<file path="config.mk">
export PLATFORM = sky130hd
export DESIGN_NAME = ifetch_unit_flat
export DESIGN_NICKNAME = d
export VERILOG_FILES = /design/src/rtl/ifetch_pkg.sv /design/src/rtl/ifetch_if.sv /design/src/rtl/fetch_fifo.sv /design/src/rtl/ifetch_unit.sv /design/src/flat_wrapper.sv
export SDC_FILE = /design/constraint.sdc
export NUM_CORES = 1
export LEC_CHECK = 0
export ABC_AREA = 0
export CAP_MARGIN = 10
export CORE_ASPECT_RATIO = 1.1
export CORE_MARGIN = 1.5
export CORE_UTILIZATION = 50
export DETAILED_ROUTE_END_ITERATION = 10
export GPL_TIMING_DRIVEN = 0
export PLACE_DENSITY = 0.79
export RECOVER_POWER = 50
export SETUP_SLACK_MARGIN = 0.5
export SLEW_MARGIN = 20
export SYNTH_ARGS = -nofsm -noshare
export SYNTH_HDL_FRONTEND = slang
export SYNTH_SLANG_ARGS = --single-unit
</file>
<file path="constraint.sdc">
create_clock -name clk -period 3.5 [get_ports clk]
set_clock_uncertainty 0.1 [all_clocks]
set_input_delay 0.875 -clock clk [delete_from_list [all_inputs] [get_ports clk]]
set_output_delay 0.875 -clock clk [all_outputs]
set_load 0.01 [all_outputs]
</file>
<file path="src/rtl/ifetch_pkg.sv">
// Shared types and constants for the instruction fetch front end.
// Optional counters are enabled with the IFETCH_PERF_EN macro (see ifetch_unit).
package ifetch_pkg;
    localparam int INSTR_W      = 32;
    localparam int PC_STEP      = 4;
    localparam int FETCH_ADDR_W = 7;

    typedef enum logic [1:0] {
        IDLE  = 2'd0,
        RUN   = 2'd1,
        FAULT = 2'd2
    } fetch_state_t;

    typedef struct packed {
        logic [INSTR_W-1:0]      instr;
        logic [FETCH_ADDR_W-1:0] pc;
    } fetch_entry_t;
endpackage

</file>
<file path="src/rtl/ifetch_if.sv">
// ROM read port plus decode-side valid/ready handshake of the fetch unit.
// master = fetch unit, slave = ROM/decode environment.
interface ifetch_if import ifetch_pkg::*; #(
    parameter int ADDR_W = FETCH_ADDR_W
) ();
    logic [ADDR_W-1:0]  address;
    logic               en;
    logic [INSTR_W-1:0] rom_data;
    logic [INSTR_W-1:0] instr;
    logic [ADDR_W-1:0]  instr_pc;
    logic               instr_valid;
    logic               instr_ready;

    modport master (
        output address, en, instr, instr_pc, instr_valid,
        input  rom_data, instr_ready
    );

    modport slave (
        input  address, en, instr, instr_pc, instr_valid,
        output rom_data, instr_ready
    );
endinterface

</file>
<file path="src/rtl/fetch_fifo.sv">
// Small synchronous FIFO holding fetched {instr, pc} entries.
// Pointers carry one extra wrap bit; i_clear empties it in one edge and overrides push/pop.
module fetch_fifo import ifetch_pkg::*; #(
    parameter int DEPTH = 2,
    parameter int W     = $bits(fetch_entry_t)
) (
    input  logic         clk,
    input  logic         rst,
    input  logic         i_clear,
    input  logic         i_push,
    input  logic         i_pop,
    input  logic [W-1:0] i_wdata,
    output logic         o_full,
    output logic         o_empty,
    output logic [W-1:0] o_head
);
    localparam int IDX_W = $clog2(DEPTH);
    localparam int PTR_W = IDX_W + 1;

    logic [W-1:0]     r_mem [DEPTH];
    logic [PTR_W-1:0] r_wr_ptr;
    logic [PTR_W-1:0] r_rd_ptr;
    logic             w_full;
    logic             w_empty;
    logic             w_do_pop;
    logic             w_do_push;

    assign w_empty   = (r_wr_ptr == r_rd_ptr);
    assign w_full    = (r_wr_ptr[IDX_W] != r_rd_ptr[IDX_W]) &&
                       (r_wr_ptr[IDX_W-1:0] == r_rd_ptr[IDX_W-1:0]);
    assign w_do_pop  = i_pop && !w_empty;
    // A full FIFO can still accept a write when the head leaves on the same edge.
    assign w_do_push = i_push && (!w_full || w_do_pop);

    always_ff @(posedge clk) begin
        if (rst) begin
            r_wr_ptr <= '0;
            r_rd_ptr <= '0;
            for (int i = 0; i < DEPTH; i++) begin
                r_mem[i] <= '0;
            end
        end else if (i_clear) begin
            r_wr_ptr <= '0;
            r_rd_ptr <= '0;
        end else begin
            if (w_do_push) begin
                r_mem[r_wr_ptr[IDX_W-1:0]] <= i_wdata;
                r_wr_ptr <= r_wr_ptr + PTR_W'(1);
            end
            if (w_do_pop) begin
                r_rd_ptr <= r_rd_ptr + PTR_W'(1);
            end
        end
    end

    assign o_full  = w_full;
    assign o_empty = w_empty;
    assign o_head  = r_mem[r_rd_ptr[IDX_W-1:0]];
endmodule

</file>
<file path="src/rtl/ifetch_unit.sv">
// Instruction fetch front end: PC, run/fault FSM, ROM port and fetch FIFO to decode.
// Define IFETCH_PERF_EN to add the perf_fetched / perf_stall counters.
//
// state | meaning
// IDLE  | not fetching; decode may still drain the FIFO
// RUN   | fetching one word per cycle while run=1 and the FIFO has room
// FAULT | misaligned redirect seen; waits for an aligned redirect
module ifetch_unit import ifetch_pkg::*; #(
    parameter int                ADDR_W   = FETCH_ADDR_W,
    parameter int                DEPTH    = 2,
    parameter logic [ADDR_W-1:0] RESET_PC = '0
) (
    input  logic              clk,
    input  logic              rst,
    input  logic              i_run,
    input  logic              i_redirect,
    input  logic [ADDR_W-1:0] i_redirect_pc,
    ifetch_if.master          bus,
    output logic              o_fault
`ifdef IFETCH_PERF_EN
    ,
    output logic [31:0]       o_perf_fetched,
    output logic [31:0]       o_perf_stall
`endif
);
    localparam int EW = INSTR_W + ADDR_W;

    fetch_state_t      r_state;
    fetch_state_t      w_next_state;
    logic [ADDR_W-1:0] r_pc;
    logic              w_en;
    logic              w_pop;
    logic              w_full;
    logic              w_empty;
    logic              w_aligned;
    logic [EW-1:0]     w_head;

    assign w_pop     = !w_empty && bus.instr_ready;
    assign w_aligned = (i_redirect_pc[1:0] == 2'b00);

    always_ff @(posedge clk) begin
        if (rst) begin
            r_state <= IDLE;
        end else begin
            r_state <= w_next_state;
        end
    end

    always_comb begin
        w_next_state = r_state;
        w_en         = 1'b0;
        case (r_state)
            IDLE: begin
                if (i_run) begin
                    w_next_state = RUN;
                end
            end
            RUN: begin
                if (!i_run) begin
                    w_next_state = IDLE;
                end else begin
                    w_en = !w_full || w_pop;
                end
            end
            FAULT: begin
                w_next_state = FAULT;
            end
            default: begin
                w_next_state = IDLE;
            end
        endcase
        // Redirect outranks every state transition; the same-cycle read is dropped by the flush.
        if (i_redirect) begin
            if (w_aligned) begin
                w_next_state = i_run ? RUN : IDLE;
            end else begin
                w_next_state = FAULT;
            end
        end
    end

    always_ff @(posedge clk) begin
        if (rst) begin
            r_pc <= RESET_PC;
        end else if (i_redirect) begin
            if (w_aligned) begin
                r_pc <= i_redirect_pc;
            end
        end else if (w_en) begin
            r_pc <= r_pc + ADDR_W'(PC_STEP);
        end
    end

    fetch_fifo #(
        .DEPTH (DEPTH),
        .W     (EW)
    ) u_fifo (
        .clk     (clk),
        .rst     (rst),
        .i_clear (i_redirect),
        .i_push  (w_en),
        .i_pop   (w_pop),
        .i_wdata ({bus.rom_data, r_pc}),
        .o_full  (w_full),
        .o_empty (w_empty),
        .o_head  (w_head)
    );

    assign bus.address     = r_pc;
    assign bus.en          = w_en;
    assign bus.instr       = w_head[EW-1 -: INSTR_W];
    assign bus.instr_pc    = w_head[ADDR_W-1:0];
    assign bus.instr_valid = !w_empty;
    assign o_fault         = (r_state == FAULT);

`ifdef IFETCH_PERF_EN
    logic [31:0] r_perf_fetched;
    logic [31:0] r_perf_stall;

    always_ff @(posedge clk) begin
        if (rst) begin
            r_perf_fetched <= '0;
            r_perf_stall   <= '0;
        end else begin
            if (w_en && !i_redirect) begin
                r_perf_fetched <= r_perf_fetched + 32'd1;
            end
            if ((r_state == RUN) && !w_en) begin
                r_perf_stall <= r_perf_stall + 32'd1;
            end
        end
    end

    assign o_perf_fetched = r_perf_fetched;
    assign o_perf_stall   = r_perf_stall;
`endif
endmodule

</file>
<file path="src/flat_wrapper.sv">
// flat-port wrapper written by rule: the top's interface ports become plain ports
module ifetch_unit_flat import ifetch_pkg::*;
#(
    parameter int                ADDR_W   = FETCH_ADDR_W,
    parameter int                DEPTH    = 2,
    parameter logic [ADDR_W-1:0] RESET_PC = '0
)
  (clk, rst, i_run, i_redirect, i_redirect_pc, o_fault, bus_address, bus_en, bus_instr, bus_instr_pc, bus_instr_valid, bus_rom_data, bus_instr_ready);
  ifetch_if #(.ADDR_W(ADDR_W)) bus_i ();
  input  logic clk;
  input  logic rst;
  input  logic i_run;
  input  logic i_redirect;
  input  logic [ADDR_W-1:0] i_redirect_pc;
  output logic o_fault;
  output wire logic [$bits(bus_i.address)-1:0] bus_address;
  output wire logic [$bits(bus_i.en)-1:0] bus_en;
  output wire logic [$bits(bus_i.instr)-1:0] bus_instr;
  output wire logic [$bits(bus_i.instr_pc)-1:0] bus_instr_pc;
  output wire logic [$bits(bus_i.instr_valid)-1:0] bus_instr_valid;
  input wire logic [$bits(bus_i.rom_data)-1:0] bus_rom_data;
  input wire logic [$bits(bus_i.instr_ready)-1:0] bus_instr_ready;
  assign bus_address = bus_i.address;
  assign bus_en = bus_i.en;
  assign bus_instr = bus_i.instr;
  assign bus_instr_pc = bus_i.instr_pc;
  assign bus_instr_valid = bus_i.instr_valid;
  assign bus_i.rom_data = bus_rom_data;
  assign bus_i.instr_ready = bus_instr_ready;
  ifetch_unit #(.ADDR_W(ADDR_W), .DEPTH(DEPTH), .RESET_PC(RESET_PC)) u_core (.clk(clk), .rst(rst), .i_run(i_run), .i_redirect(i_redirect), .i_redirect_pc(i_redirect_pc), .bus(bus_i), .o_fault(o_fault));
endmodule
</file>
Word-level counts from Yosys, hierarchy flattened
Memory sizes are Yosys's and may differ from the RTL's. A register that Yosys moved wholly into a read port is not among the register bits.
Index checks and enable logic that the tools add are counted.
{"block": "word_totals", "output_inout_bits": 49, "inputBits": 44, "ff_bits": 13, "ramBits": 78, "n_memories": 1}
{"memory": "u_core.u_fifo.r_mem", "depth": 2, "word_bits": 39, "read_ports": 1, "rd_clocked_by_memory_dff": 1, "wr": 2, "line": "fetch_fifo.sv:20", "rtl": "logic [W-1:0] r_mem [DEPTH];"}
{"block": "op_classes", "add_sub_neg": 3, "muxes": 22, "eq_ne": 8, "n_reduce_logical": 15}
{"operator": "2-to-1 mux 39 bit", "count": 1}
{"operator": "OR reduction 39 bit", "count": 1}
{"operator": "2-to-1 mux 7 bit", "count": 3}
{"operator": "2-to-1 mux 1 bit", "count": 13}
{"operator": "2-to-1 mux 2 bit", "count": 4}
{"operator": "adder 7 x 3 -> 7 bit, second input constant", "count": 1}
{"operator": "!= test 3 bit, second input constant", "count": 2}
{"operator": "one-hot mux 2 bit (3 select lines)", "count": 1}
{"operator": "adder 2 x 1 -> 2 bit, second input constant", "count": 2}
{"operator": "logical AND 1 bit", "count": 4}
{"operator": "logical NOT 2 bit", "count": 2}
{"operator": "AND reduction 2 bit", "count": 2}
{"operator": "equality test 2 x 1 -> 1 bit, second input constant", "count": 1}
{"operator": "equality test 2 bit", "count": 1}
{"operator": "equality test 2 bit, second input constant", "count": 1}
{"operator": "logical NOT 1 bit", "count": 2}
{"operator": "logical OR 1 bit", "count": 2}
{"operator": "!= test 2 x 1 -> 1 bit, second input constant", "count": 1}
{"operator": "nonzero test 2 bit", "count": 1}
{"operator": "OR reduction 2 bit", "count": 1}
{"operator": "equality test 1 bit", "count": 1}
{"operator": "!= test 1 bit", "count": 1}

Longest topological paths before layout
Gate-level depths: netlist (run 1).
{"block": "logic_depth", "depth_word": 13, "mapped_depth": 6}

Modules after synthesis
A second synthesis (run 1) with hierarchy kept.
{"block": "unflattened", "hier_cells": 309, "area_unflattened_um2": 4157.7}
{"mod": "fetch_fifo", "instances": 1, "area_per_inst_um2": 3667.3, "cells_per_inst": 255, "seq_area_each_um2": 2442.3}
{"mod": "ifetch_unit", "instances": 1, "area_per_inst_um2": 490.5, "cells_per_inst": 54, "seq_area_each_um2": 180.2}

Worst setup path after synthesis (run 1)
OpenSTA, ideal clock, no wires.
{"block": "synth_timing", "kind": "input -> register", "start": "in i_redirect", "end": "mem u_core.u_fifo.r_mem[0][0] in the netlist's numbering (enable)", "path_stages": 5, "slack_ns": 0.411, "setup_ns": 0.398, "arrival_ns": 2.590, "n_path_buf": 2, "required_ns": 3.002, "path_cell_list": "or2_2 > clkbuf_1 > nor3_2 > buf_6 > or2_1"}
{"element": "start: declaration", "line": "flat_wrapper.sv:13", "rtl": "input logic i_redirect;"}
{"element": "end: declaration", "line": "fetch_fifo.sv:20"}

==> impl_metrics.ini, run 1 <==
[status]
status = finished clean

[placed_design]
io_buffers = 92
gp_congestion = 0.8217
dp.final_hpwl_um = 5453
place_ws_ns = -0.2440

[clock_network]
max-clock-path-buffers = 2
cts_sinks = 92
cts_htree_levels = 3
cts_hold_buf = 0
root_buffer = clkbuf_8
clk_pin_slew_ns = 0.09
numCtsBuffers = 9
cts_tree = done
clk_latency_ns = 0.36

[finish]
antenna_cells = 0
final_common_cell = edfxtp_1
final_nets = 442
final_cell_mix = edfxtp_1 (78), clkdlybuf4s50_1 (74), mux2_2 (39)
multi_input_area_sq_mm = 0.001383
drive_above_1_share_pct = 22.39
syn2layout_area_growth_pct = 29.69
fillCellCount = 627
seqCellArea_sq_mm = 0.002623

[critical_path]
arrival_ns = 3.16
cpPeakStageDelay_ns = 0.64
slowest_stage = dlygate4sd3_1
path_cells = dlygate4sd3_1 -> or2_2 -> clkbuf_1 -> nor3_1 -> buf_6 -> clkbuf_1 -> and2_2
end_kind = register
startpoint_type = input port
rrSetupSlack_ns = 1.19
cp.required_ns = 3.63
r2r_cells = 7
worst-path-buf-inv = 4
critPathMaxFanout = 11
path_class = in2reg
r2r-start = u_core.u_fifo.r_wr_ptr[1]$_SDFFE_PP0P_
r2r-end = u_core.u_fifo.r_mem[1][32]$_SDFFCE_PN0P_
critPathTopFamily = buffers and inverters
cp_common_cell = clkbuf_1

[global_routing]
grt_max_degree = 21
gr-total-overflow = 0
grt_pass1_vias = 2756
grt_pass1_wl_um = 13080
antenna_found_initial = 0
grtUsageTotal_pct = 19.35

[floorplanning]
initial_utilization_pct = 51.85
die_w_um = 89.83
core-area_sq_mm = 0.007998
rows = 34
dieHeight_um = 98.51
ios = 93
dieArea_sq_mm = 0.008849

[timing]
slew_violations = 0
slew-limit-headroom_pct = 66.51
max_freq_ghz = 0.3293
setup_violations = 0
postLayoutSetupSlackWorst_ns = 0.4632
fin_setup_tns_ns = 0
hold_viol = 0
min_period_ns = 3.037
tightest_slew_ns = 0.5023
finalCritPeriodShare_pct = 86.77
rsz0062_at_grt = true

[min_path]
min_path_cells = 1
holdCritStartpoint = u_core.bus.address[0]$_SDFFE_PP0P_
whs_endpoint = u_core.bus.address[0]$_SDFFE_PP0P_
worst_hold_path_type = reg2reg

[power]
fin_total_pwr_mw = 2.104
power_density_mw_per_mm2 = 391.2
p_leak_nw = 1.994
vdd.ir_drop.worst_v = 0.0002087

[drt]
routed_wl_um = 8212
top_layer = met4
wl_met1_um = 3336
vias = 2627
dr_wl_met2_um = 4303
wl_per_cell_um = 16.10
vias_per_cell = 5.151
post-route-drc-count = 0
dr.pass1.iters = 4
drt_iter0_drc = 77
dr_wl_met3_um = 339
antenna_left = 0

[logic_synthesis]
syn_avg_cell_area_sq_um = 14.35
synth_seq_cells = 92
seq_area_frac_synth_pct = 63.25
netlist_instances = 289
synth-main-ff-cell = edfxtp_1
async_flop_share_pct = 0
netlist_area_sq_mm = 0.004146
synth-edff-count = 78
synth.net_count = 334
synth_cell_types = 44
yosysWarnings = 0

[flow_run]
drv_cap = 0
## per-layer routing
metal  vias up  track usage [%]
met3        17            3.241
met2        83            35.11
li1       1252                -
met4         0            10.13
met5         -                0
met1      1275            21.95
## power by group
part	internal, mW	total [mW]	switching [mW]
clock network	0.330	0.692	0.362
registers	1.22	1.23	0.0124
logic	0.104	0.180	0.0752
## Yosys cell counts (2+ instances only)
cell type / instances / share of area (%)
and2_2: 16 / 2.9
and2_4: 10 / 2.1
buf_6: 2 / 0.54
nand3_1: 3 / 0.36
xnor2_1: 2 / 0.42
nand2b_1: 3 / 0.45
nor3_2: 2 / 0.48
o32ai_1: 3 / 0.63
buf_8: 2 / 0.72
and2_1: 53 / 8.0
xor2_1: 3 / 0.63
or2_1: 2 / 0.30
clkbuf_1: 6 / 0.54
mux2_2: 39 / 11
nor3_1: 2 / 0.24
nor2b_1: 2 / 0.30
a21oi_1: 3 / 0.36
nor4_1: 2 / 0.30
o21ai_0: 3 / 0.36
clkbuf_2: 4 / 0.48
or3_1: 2 / 0.30
inv_1: 3 / 0.27
dfxtp_1: 14 / 6.8
and3b_1: 2 / 0.42
a22oi_1: 3 / 0.54
nor2_1: 8 / 0.72
edfxtp_1: 78 / 56
## repair_timing
item / 4_1_cts / 5_1_grt
setup buffers: 3 / 0
gates cloned: 2 / 0
pin swaps: 2 / 1
resized for setup: 6 / 11
setup endpoints to repair: 109 / 69
## how the worst max path moves through the flow
stage                from                                       end  slack, ns  depth (start not counted)
4_1_cts          register                           bus_instr_pc[6]       0.41                          3
2_1_floorplan  i_redirect   u_core.u_fifo.r_mem[0][0]$_SDFFCE_PN0P_       0.79                          5
6_report       i_redirect  u_core.u_fifo.r_mem[1][32]$_SDFFCE_PN0P_       0.46                          7
5_1_grt        i_redirect   u_core.u_fifo.r_mem[0][3]$_SDFFCE_PN0P_       0.30                          6
3_5_place_dp   i_redirect  u_core.u_fifo.r_mem[0][19]$_SDFFCE_PN0P_      -0.24                          6
3_3_place_gp   i_redirect  u_core.u_fifo.r_mem[0][19]$_SDFFCE_PN0P_      -0.21                          6
## metrics by stage
stage / utilization, % / instances / hold WS [ns] / area [sq um]
after floorplan: - / 289 / 0.3941 / 4146
after global placement: 65.05 / 489 / 0.3903 / 5202
after detailed placement: 65.05 / 489 / 0.4013 / 5202
after CTS: 67.99 / 510 / 0.4138 / 5438
after global routing: 67.24 / 510 / 0.4312 / 5378
final: 67.24 / 510 / 0.4003 / 5378
## cells by family after synthesis
family | share of synthesized area, %
AO/OA/AOI/OAI | 3.953
adder cells (fa/ha/maj) | 0.3017
AND/OR/NAND/NOR | 17.59
multiplexers | 10.59
XOR/XNOR | 1.449
flip-flops | 63.25
buffers and inverters | 2.866
## area by class of cell
cell class | count | share of cell area, %
sequential | 92 | 48.77
inverter | 4 | 0.2792
multi-input combinational | 179 | 25.71
timing repair buffer | 95 | 17.31
clock inverter | 6 | 1.187
tap | 108 | 2.513
buffer | 16 | 1.861
clock buffer | 10 | 2.373
## state kept, by name, indices dropped and copies added, names as in the netlist, named ones only
name / count
u_core.r_state: 2
u_core.u_fifo.r_mem: 78
u_core.bus.address: 7
u_core.u_fifo.r_wr_ptr: 2
u_core.u_fifo.r_rd_ptr: 2
Power figures use the tool's default switching activity.
==> run 2, diff against run 1 <==
--- a/config.mk
+++ b/config.mk
@@ -11,7 +11,6 @@
 export CORE_MARGIN = 1.5
 export CORE_UTILIZATION = 50
 export DETAILED_ROUTE_END_ITERATION = 10
-export GPL_TIMING_DRIVEN = 0
 export PLACE_DENSITY = 0.79
 export RECOVER_POWER = 50
 export SETUP_SLACK_MARGIN = 0.5
==> impl_metrics.ini, run 2 (same netlist as run 1, synthesis figures left out) <==
[power]
power_frac_comb_pct = 8.9
power.switching_mw = 0.4490
clkPwrFrac_pct = 30.7
power_frac_seq_pct = 60.5
p_leak_nw = 1.986
power_density_mw_per_mm2 = 381.5
switching_share_pct = 22.06
intPower_mw = 1.587
vdd.ir_drop.worst_v = 0.0001813

[finish]
final_nets = 430
fillCellCount = 628
largest_register_ff_count = 78
antenna_cells = 0
final_cell_mix = clkdlybuf4s50_1 (80), edfxtp_1 (78), mux2_2 (39), and2_1 (39), and2_0 (21)
regMostFlops = u_core.u_fifo.r_mem
syn2layout_area_growth_pct = 28.67
final_common_cell = clkdlybuf4s50_1
drive_above_1_share_pct = 22.56

[timing]
setup_violations = 0
slew-limit-headroom_pct = 45.21
rsz0062_at_grt = false
whs_ns = 0.4030
tightest_slew_ns = 0.8218
hold_viol = 0
fin_setup_tns_ns = 0
max_freq_ghz = 0.3337
min_period_ns = 2.997
slew_violations = 0
finalCritPeriodShare_pct = 85.63

[clock_network]
max-clock-path-buffers = 2
cts_sinks = 92
clk_latency_ns = 0.34
cts_htree_levels = 3
root_buffer = clkbuf_8
cts_tree = done
cts_setup_buffers = 0
clk_pin_slew_ns = 0.09
numCtsBuffers = 9

[placed_design]
io_buffers = 92
gp_congestion = 0.8502
dp.final_hpwl_um = 5103

[floorplanning]
core-area_sq_mm = 0.007998
rows = 34
ios = 93
dieArea_sq_mm = 0.008849
initial_utilization_pct = 51.85
die_w_um = 89.83
dieHeight_um = 98.51

[critical_path]
critPathTopFamily = buffers and inverters
path_cells = dlygate4sd3_1 -> clkbuf_1 -> inv_1 -> or3_1 -> and2_0 -> o32ai_1
path_class = in2reg
cp.required_ns = 3.64
worst-path-buf-inv = 3
cpPeakStageDelay_ns = 0.54
arrival_ns = 3.13
startpoint_type = input port
critPathMaxFanout = 15
slowest_stage = dlygate4sd3_1
end_kind = register

[global_routing]
antenna_found_initial = 0
grt_pass1_wl_um = 12570
grt_pass1_vias = 2625
grtUsageTotal_pct = 18.14
grt_max_degree = 40
gr-total-overflow = 0

[drt]
routed_wl_um = 7702
dr.pass1.iters = 4
vias_per_cell = 5.118
drt_iter0_drc = 126
post-route-drc-count = 0
wl_per_cell_um = 15.47
antenna_left = 0
vias = 2549

[min_path]
worst_hold_path_type = reg2reg

[flow_run]
drv_cap = 0

[status]
status = finished clean
-- run 2: final timing paths --
check | from | end | slack (ns) | cells after the start
worst min register to register | u_core.bus.address[1]$_SDFFE_PP0P_ | u_core.bus.address[1]$_SDFFE_PP0P_ | 0.40 | 1
worst max-delay path | i_redirect | u_core.bus.address[5]$_SDFFE_PP0P_ | 0.50 | 6
worst max register to register | u_core.u_fifo.r_wr_ptr[0]$_SDFFE_PP0P_ | u_core.u_fifo.r_mem[1][15]$_SDFFCE_PN0P_ | 1.09 | 6
worst min-delay path | u_core.bus.address[1]$_SDFFE_PP0P_ | u_core.bus.address[1]$_SDFFE_PP0P_ | 0.40 | 1
-- run 2: layout make-up --
cell class,count,area [sq um],area share [%]
flip-flops and latches,92,2626,49.23
multi-input cells,177,1388,26.01
repair buffers,101,1002,18.79
well taps,108,135.1,2.533
clock buffers,11,131.4,2.462
clock inverters,5,37.54,0.7036
inverters,4,15.01,0.2814
-- run 2: what timing repair did --
action	CTS	global route
pin swaps	1	0
resized for setup	3	1
hold buffers	0	0
endpoints found under the setup margin	24	1
-- run 2: per-layer routing --
metal	vias to the layer above	wire length, um	track usage, %
met5	-	0	0
met4	0	99	6.593
met3	8	363	4.321
met2	65	4115	33.00
met1	1251	3123	20.86
li1	1225	-	-
-- run 2: power by group through the flow --
stage / registers [mW] / clock network, mW / logic (mW)
detailed placement: 1.26 / 0 / 0.186
finish: 1.23 / 0.624 / 0.180
floorplan: 1.25 / 0 / 0.0672
global route: 1.24 / 0.676 / 0.193
CTS: 1.23 / 0.638 / 0.187
global placement: 1.25 / 0 / 0.184
-- run 2: through the flow --
| step | setup WS (ns) | util [%] | cells | area (sq um) | total power, mW |
|---|---|---|---|---|---|
| after floorplan | 0.7916 | - | 289 | 4146 | 1.321 |
| after global routing | 0.3316 | 66.71 | 498 | 5335 | 2.104 |
| after CTS | 0.5209 | 67.22 | 498 | 5376 | 2.056 |
| after global placement | 0.2477 | 65.08 | 482 | 5205 | 1.439 |
| after detailed placement | 0.2355 | 65.08 | 482 | 5205 | 1.443 |
| final | 0.5030 | 66.71 | 498 | 5335 | 2.036 |
==> run 3, diff against run 2 <==
--- a/config.mk
+++ b/config.mk
@@ -6,12 +6,12 @@
 export NUM_CORES = 1
 export LEC_CHECK = 0
 export ABC_AREA = 0
-export CAP_MARGIN = 10
 export CORE_ASPECT_RATIO = 1.1
 export CORE_MARGIN = 1.5
-export CORE_UTILIZATION = 50
+export CORE_UTILIZATION = 60
 export DETAILED_ROUTE_END_ITERATION = 10
-export PLACE_DENSITY = 0.79
+export DONT_BUFFER_PORTS = 1
+export PLACE_DENSITY = 0.76
 export RECOVER_POWER = 50
 export SETUP_SLACK_MARGIN = 0.5
 export SLEW_MARGIN = 20
==> impl_metrics.ini, run 3 (same netlist as run 1, synthesis figures left out) <==
[status]
status = finished clean

[global_routing]
gr-total-overflow = 0
grt_pass1_wl_um = 11080
grt_pass1_vias = 2178
grt_max_degree = 40
antenna_found_initial = 0
grtUsageTotal_pct = 20.60

[floorplanning]
dieHeight_um = 90.19
die_w_um = 82.26
rows = 31
core-area_sq_mm = 0.006633
initial_utilization_pct = 62.52
dieArea_sq_mm = 0.007419
ios = 93

[critical_path]
path_cells = xor2_1 -> o31ai_4 -> nor3_4 -> or2_0 -> buf_12
critPathMaxFanout = 23
slowest_stage = or2_0
r2r-end = u_core.u_fifo.r_mem[1][2]$_SDFFCE_PN0P_
startpoint_type = register
r2r-start = u_core.u_fifo.r_wr_ptr[0]$_SDFFE_PP0P_
cpPeakStageDelay_ns = 1.02
rrSetupSlack_ns = 0.57
arrival_ns = 2.89
critPathTopFamily = simple AND/OR/NAND/NOR gates
worst-path-buf-inv = 1
cp.required_ns = 3.46
r2r_cells = 5
end_kind = register
path_class = reg2reg

[finish]
syn2layout_area_growth_pct = 5.190
final_nets = 334
stdcell_area_sq_mm = 0.004362
regMostFlops = u_core.u_fifo.r_mem
largest_register_ff_count = 78
final_cell_mix = edfxtp_1 (78), mux2_2 (33), and2_1 (30)
drive_above_1_share_pct = 26.87
final_common_cell = edfxtp_1
antenna_cells = 0

[power]
power_density_mw_per_mm2 = 459.7
p_leak_nw = 1.592
vdd.ir_drop.worst_v = 0.0003026

[timing]
slew_violations = 0
hold_viol = 0
tightest_slew_ns = 1.342
max_freq_ghz = 0.3410
finalCritPeriodShare_pct = 83.79
rsz0062_at_grt = false
fin_setup_tns_ns = 0
setup_violations = 0
whs_ns = 0.4449
slew-limit-headroom_pct = 10.53
min_period_ns = 2.933

[drt]
drt_iter0_drc = 140
dr.pass1.iters = 4
antenna_left = 0
post-route-drc-count = 0
vias = 2154
routed_wl_um = 6974
wl_per_cell_um = 18.55
vias_per_cell = 5.729

[clock_network]
cts_hold_buf = 0
clk_latency_ns = 0.35
max-clock-path-buffers = 2
cts_setup_buffers = 0
numCtsBuffers = 9
cts_tree = done
cts_htree_levels = 3
ctsResizeCount = 0
root_buffer = clkbuf_8
clk_pin_slew_ns = 0.08
cts_sinks = 92

[min_path]
worst_hold_path_type = reg2reg
min_path_cells = 2
whs_endpoint = u_core.u_fifo.r_wr_ptr[1]$_SDFFE_PP0P_
holdCritStartpoint = u_core.u_fifo.r_wr_ptr[1]$_SDFFE_PP0P_

[placed_design]
dpl_cell_area_sq_mm = 0.004209
io_buffers = 0
dp.final_hpwl_um = 4521
gp_congestion = 0.7335

[flow_run]
drv_cap = 0
[run 3: changes by cell type in the layout (fill, tap and decap cells not counted), sizes merged, moves of 3 or more]
cell / delta
clkbuf: -5
clkdlybuf4s50: -80
clkinv: +3
dlygate4sd3: -10
[run 3: cell type report]
class | count | area (sq um)
clock inverters | 7 | 67.56
flip-flops and latches | 92 | 2623
fillers | 507 | 2271
repair buffers | 5 | 46.29
clock buffers | 9 | 123.9
inverters | 4 | 15.01
well taps | 82 | 102.6
multi-input cells | 177 | 1384
[run 3: metal layers]
metal | routed length (um) | global-route usage [%] | share of wire [%]
met1 | 2688 | 23.85 | 39
met2 | 3585 | 33.74 | 51
met3 | 567 | 6.497 | 8.1
met4 | 132 | 10.03 | 1.9
met5 | 0 | 0 | 0
[run 3: worst max-delay path by stage]
| stage | start | endpoint | slack (ns) | depth (start not counted) |
|---|---|---|---|---|
| floorplan | i_redirect | u_core.u_fifo.r_mem[0][0]$_SDFFCE_PN0P_ | 0.79 | 5 |
| global placement | i_run | u_core.u_fifo.r_mem[0][23]$_SDFFCE_PN0P_ | 0.74 | 4 |
| detailed placement | i_run | u_core.u_fifo.r_mem[0][23]$_SDFFCE_PN0P_ | 0.68 | 4 |
| CTS | u_core.u_fifo.r_wr_ptr[0]$_SDFFE_PP0P_ | bus_en | 0.83 | 3 |
| global route | u_core.u_fifo.r_wr_ptr[0]$_SDFFE_PP0P_ | u_core.u_fifo.r_mem[1][30]$_SDFFCE_PN0P_ | 0.37 | 5 |
| finish | u_core.u_fifo.r_wr_ptr[0]$_SDFFE_PP0P_ | u_core.u_fifo.r_mem[1][2]$_SDFFCE_PN0P_ | 0.57 | 5 |
[run 3: worst min-delay path: stages, from the launching register on]
cell and delay, ns:
dfxtp_1 0.36, o21ai_0 0.09, a21oi_1 0.06
[run 3: power by group]
group / internal, mW / switching, mW / total, mW
Sequential: 1.22 / 0.0131 / 1.23
Clock: 0.326 / 0.366 / 0.693
Combinational: 0.0278 / 0.0515 / 0.0793
Total: 1.57 / 0.431 / 2.01
[run 3: stage by stage]
stage,power (mW),instances,worst slack (ns),util [%]
finish,2.005,376,0.5673,65.76
global route,2.064,376,0.3730,65.76
CTS,2.017,376,0.8326,66.35
detailed placement,1.342,360,0.6787,63.46
global placement,1.337,360,0.7374,63.46
floorplan,1.321,289,0.7916,-
==> patch: new RTL, flow settings as in run 3 <==
Register the output `o_fault`, without a reset; this adds one clock of latency there. The other outputs are not delayed to match.
--- a/src/rtl/ifetch_unit.sv
+++ b/src/rtl/ifetch_unit.sv
@@ -111,7 +111,9 @@
     assign bus.instr       = w_head[EW-1 -: INSTR_W];
     assign bus.instr_pc    = w_head[ADDR_W-1:0];
     assign bus.instr_valid = !w_empty;
-    assign o_fault         = (r_state == FAULT);
+    always_ff @(posedge clk) begin
+        o_fault <= (r_state == FAULT);
+    end
 
 `ifdef IFETCH_PERF_EN
     logic [31:0] r_perf_fetched;
Check against the original RTL: not equivalent (a bounded check fails within 4 cycles, from zero or initial values and one cycle with rst high).
==> patch against run 3 <==
- global-route usage decreased by 0.26 points
- area after synthesis increased by 0.48%
- sequential cell count up 1
- worst setup slack better by 0.11 ns
- synthesized cell count rose by 0.35%
- total power increased by 0.83%
- routed wire length is 2.4% higher
- design area about the same
- die area increased by 0.47%
==> patch: results (changes against run 3) <==
stage,metric,value,unit,change
outcome,status,"complete, no violations",,unchanged
logic_synthesis,ys_seq_area_share,63.4,%,was 63.2%
route,dr.first_iter.drc_count,195,,was 140
clocking,clock_latency,0.35,ns,about the same
place,place.gp.congestion,0.812,,was 0.734
finish,largest_reg_flops,78,,unchanged
pwr,irDropWorstVdd,0.276,mV,was 0.303 mV
worst_setup_path,reg2reg_to,u_core.u_fifo.r_mem[0][8]$_SDFFCE_PN0P_,,was u_core.u_fifo.r_mem[1][2]$_SDFFCE_PN0P_
clocking,post-cts-setup-buffers,0,,unchanged
global_routing,grt_pass1_vias,2229,,"was 2,178"
clocking,cts_resized,0,,unchanged
worst_setup_path,arrival,2.94,ns,was 2.89 ns
place,place_inst,360,,unchanged
route,vias_per_cell,5.84,,was 5.73
clocking,cts_root_buf,clkbuf_8,,unchanged
clocking,cts.clk_slew.worst_paths,0.09,ns,
clocking,clockBufferDepth,2,,unchanged
route,dr.pass1.iters,4,,unchanged
worst_setup_path,cp_max_fo,38,,was 23
pwr,leakage,1.59,nW,about the same
finish,regMostFlops,u_core.u_fifo.r_mem,,unchanged
logic_synthesis,syn_nets,335,,was 334
logic_synthesis,ys_types,44,,unchanged
hold_path,hp-class,reg -> reg,,unchanged
finish,finalNonFillerCells,376,,unchanged
finish,antenna_cells,0,,unchanged
worst_setup_path,path_class,reg -> reg,,unchanged
finish,fin_nets,334,,unchanged
worst_setup_path,ff2ff_path_depth,5,,unchanged
logic_synthesis,yosys_warnings,0,,unchanged
global_routing,grt_pass1_wl,11.0,mm,was 11.1 mm
place,io_buffer_count,0,,unchanged
clocking,cts_buffers,9,,unchanged
global_routing,grt_max_degree,40,,unchanged
global_routing,antenna_found_initial,0,,unchanged
clocking,h-tree-depth,3,,unchanged
logic_synthesis,async_flop_share,0,%,unchanged
place,dpl.hpwl,4.52,mm,about the same
logic_synthesis,ys_top_cells_by_count,"edfxtp_1, and2_1, mux2_2",,unchanged
global_routing,grtUsageTotal,20.3,%,was 20.6%
route,avgRoutedWirePerCell,19.0,µm,was 18.5 µm
finish,fillers,510,,was 507
logic_synthesis,synth.area.top_cells,"edfxtp_1, mux2_2, and2_1",,unchanged
worst_setup_path,rrSetupSlack,0.67,ns,was 0.57 ns
logic_synthesis,synth_ff_type,edfxtp_1,,unchanged
logic_synthesis,avgSynthCellArea,14.4,µm²,was 14.3 µm²
logic_synthesis,synth-edff-count,78,,unchanged
finish,drive_gt1_share,29.6,%,was 26.9%
sta,tightest_slew,1.46,ns,was 1.34 ns
[patch: cell types whose count changed in the layout (fill, tap and decap cells not counted), sizes merged]
cell	delta
clkbuf	+2
inv	+1
clkinvlp	+1
clkinv	-3
dfxtp	+1
buf	-2
[patch: per-layer routing]
| metal | global-route usage [%] | share of wire, % |
|---|---|---|
| met2 | 32.7 | 50 |
| met5 | 0 | 0 |
| met4 | 7.77 | 2.0 |
| met1 | 24.4 | 40 |
| met3 | 7.68 | 8.7 |
[patch: cells by family after synthesis]
logic type / share of synthesized area [%]
compound gates: 3.93
xor+xnor: 1.44
fa+ha+maj: 0.300
buf+inv: 2.85
flops: 63.4
mux: 10.5
simple gates: 17.5
[patch: final cells by class]
| type | count | area, µm² | area share [%] |
|---|---|---|---|
| clock buffers | 10 | 128 | 2.92 |
| clock inverters | 6 | 62.6 | 1.43 |
| inverters | 4 | 15.0 | 0.344 |
| multi-input cells | 177 | 1380 | 31.6 |
| flip-flops and latches | 93 | 2640 | 60.6 |
| well taps | 82 | 103 | 2.35 |
| repair buffers | 4 | 35.0 | 0.803 |
[patch: per-stage QoR]
step	setup WS (ns)	instance area [µm²]	util (%)
2_1_floorplan	0.792	4170	-
3_3_place_gp	0.718	4220	63.6
3_5_place_dp	0.722	4220	63.6
4_1_cts	0.700	4410	66.5
5_1_grt	0.343	4370	65.8
6_report	0.674	4370	65.8
[patch: how the worst min path moves through the flow]
stage,from,to,slack (ns),cells past startpoint
2_1_floorplan,u_core.r_state[0]$_SDFFE_PP0P_,u_core.o_fault$_DFF_P_,0.30,1
6_report,u_core.r_state[0]$_SDFFE_PP0P_,u_core.o_fault$_DFF_P_,0.34,1
3_3_place_gp,u_core.r_state[0]$_SDFFE_PP0P_,u_core.o_fault$_DFF_P_,0.32,1
4_1_cts,u_core.r_state[0]$_SDFFE_PP0P_,u_core.o_fault$_DFF_P_,0.34,1
5_1_grt,u_core.r_state[0]$_SDFFE_PP0P_,u_core.o_fault$_DFF_P_,0.37,1
3_5_place_dp,u_core.r_state[0]$_SDFFE_PP0P_,u_core.o_fault$_DFF_P_,0.32,1
[patch: where the power goes]
part	total, mW	leakage, nW	switching, mW	internal (mW)
sequential	1.25	0.927	0.0140	1.23
clock	0.696	0.0903	0.367	0.329
combinational	0.0792	0.568	0.0507	0.0285
total	2.02	1.59	0.431	1.59
[patch: critical path, cell delays in order (launching register included)]
cell      delay, ns
dfxtp_1        0.40
xor2_1         0.36
o31ai_4        0.18
nor3_1         0.26
clkbuf_1       1.06
and2_2         0.31
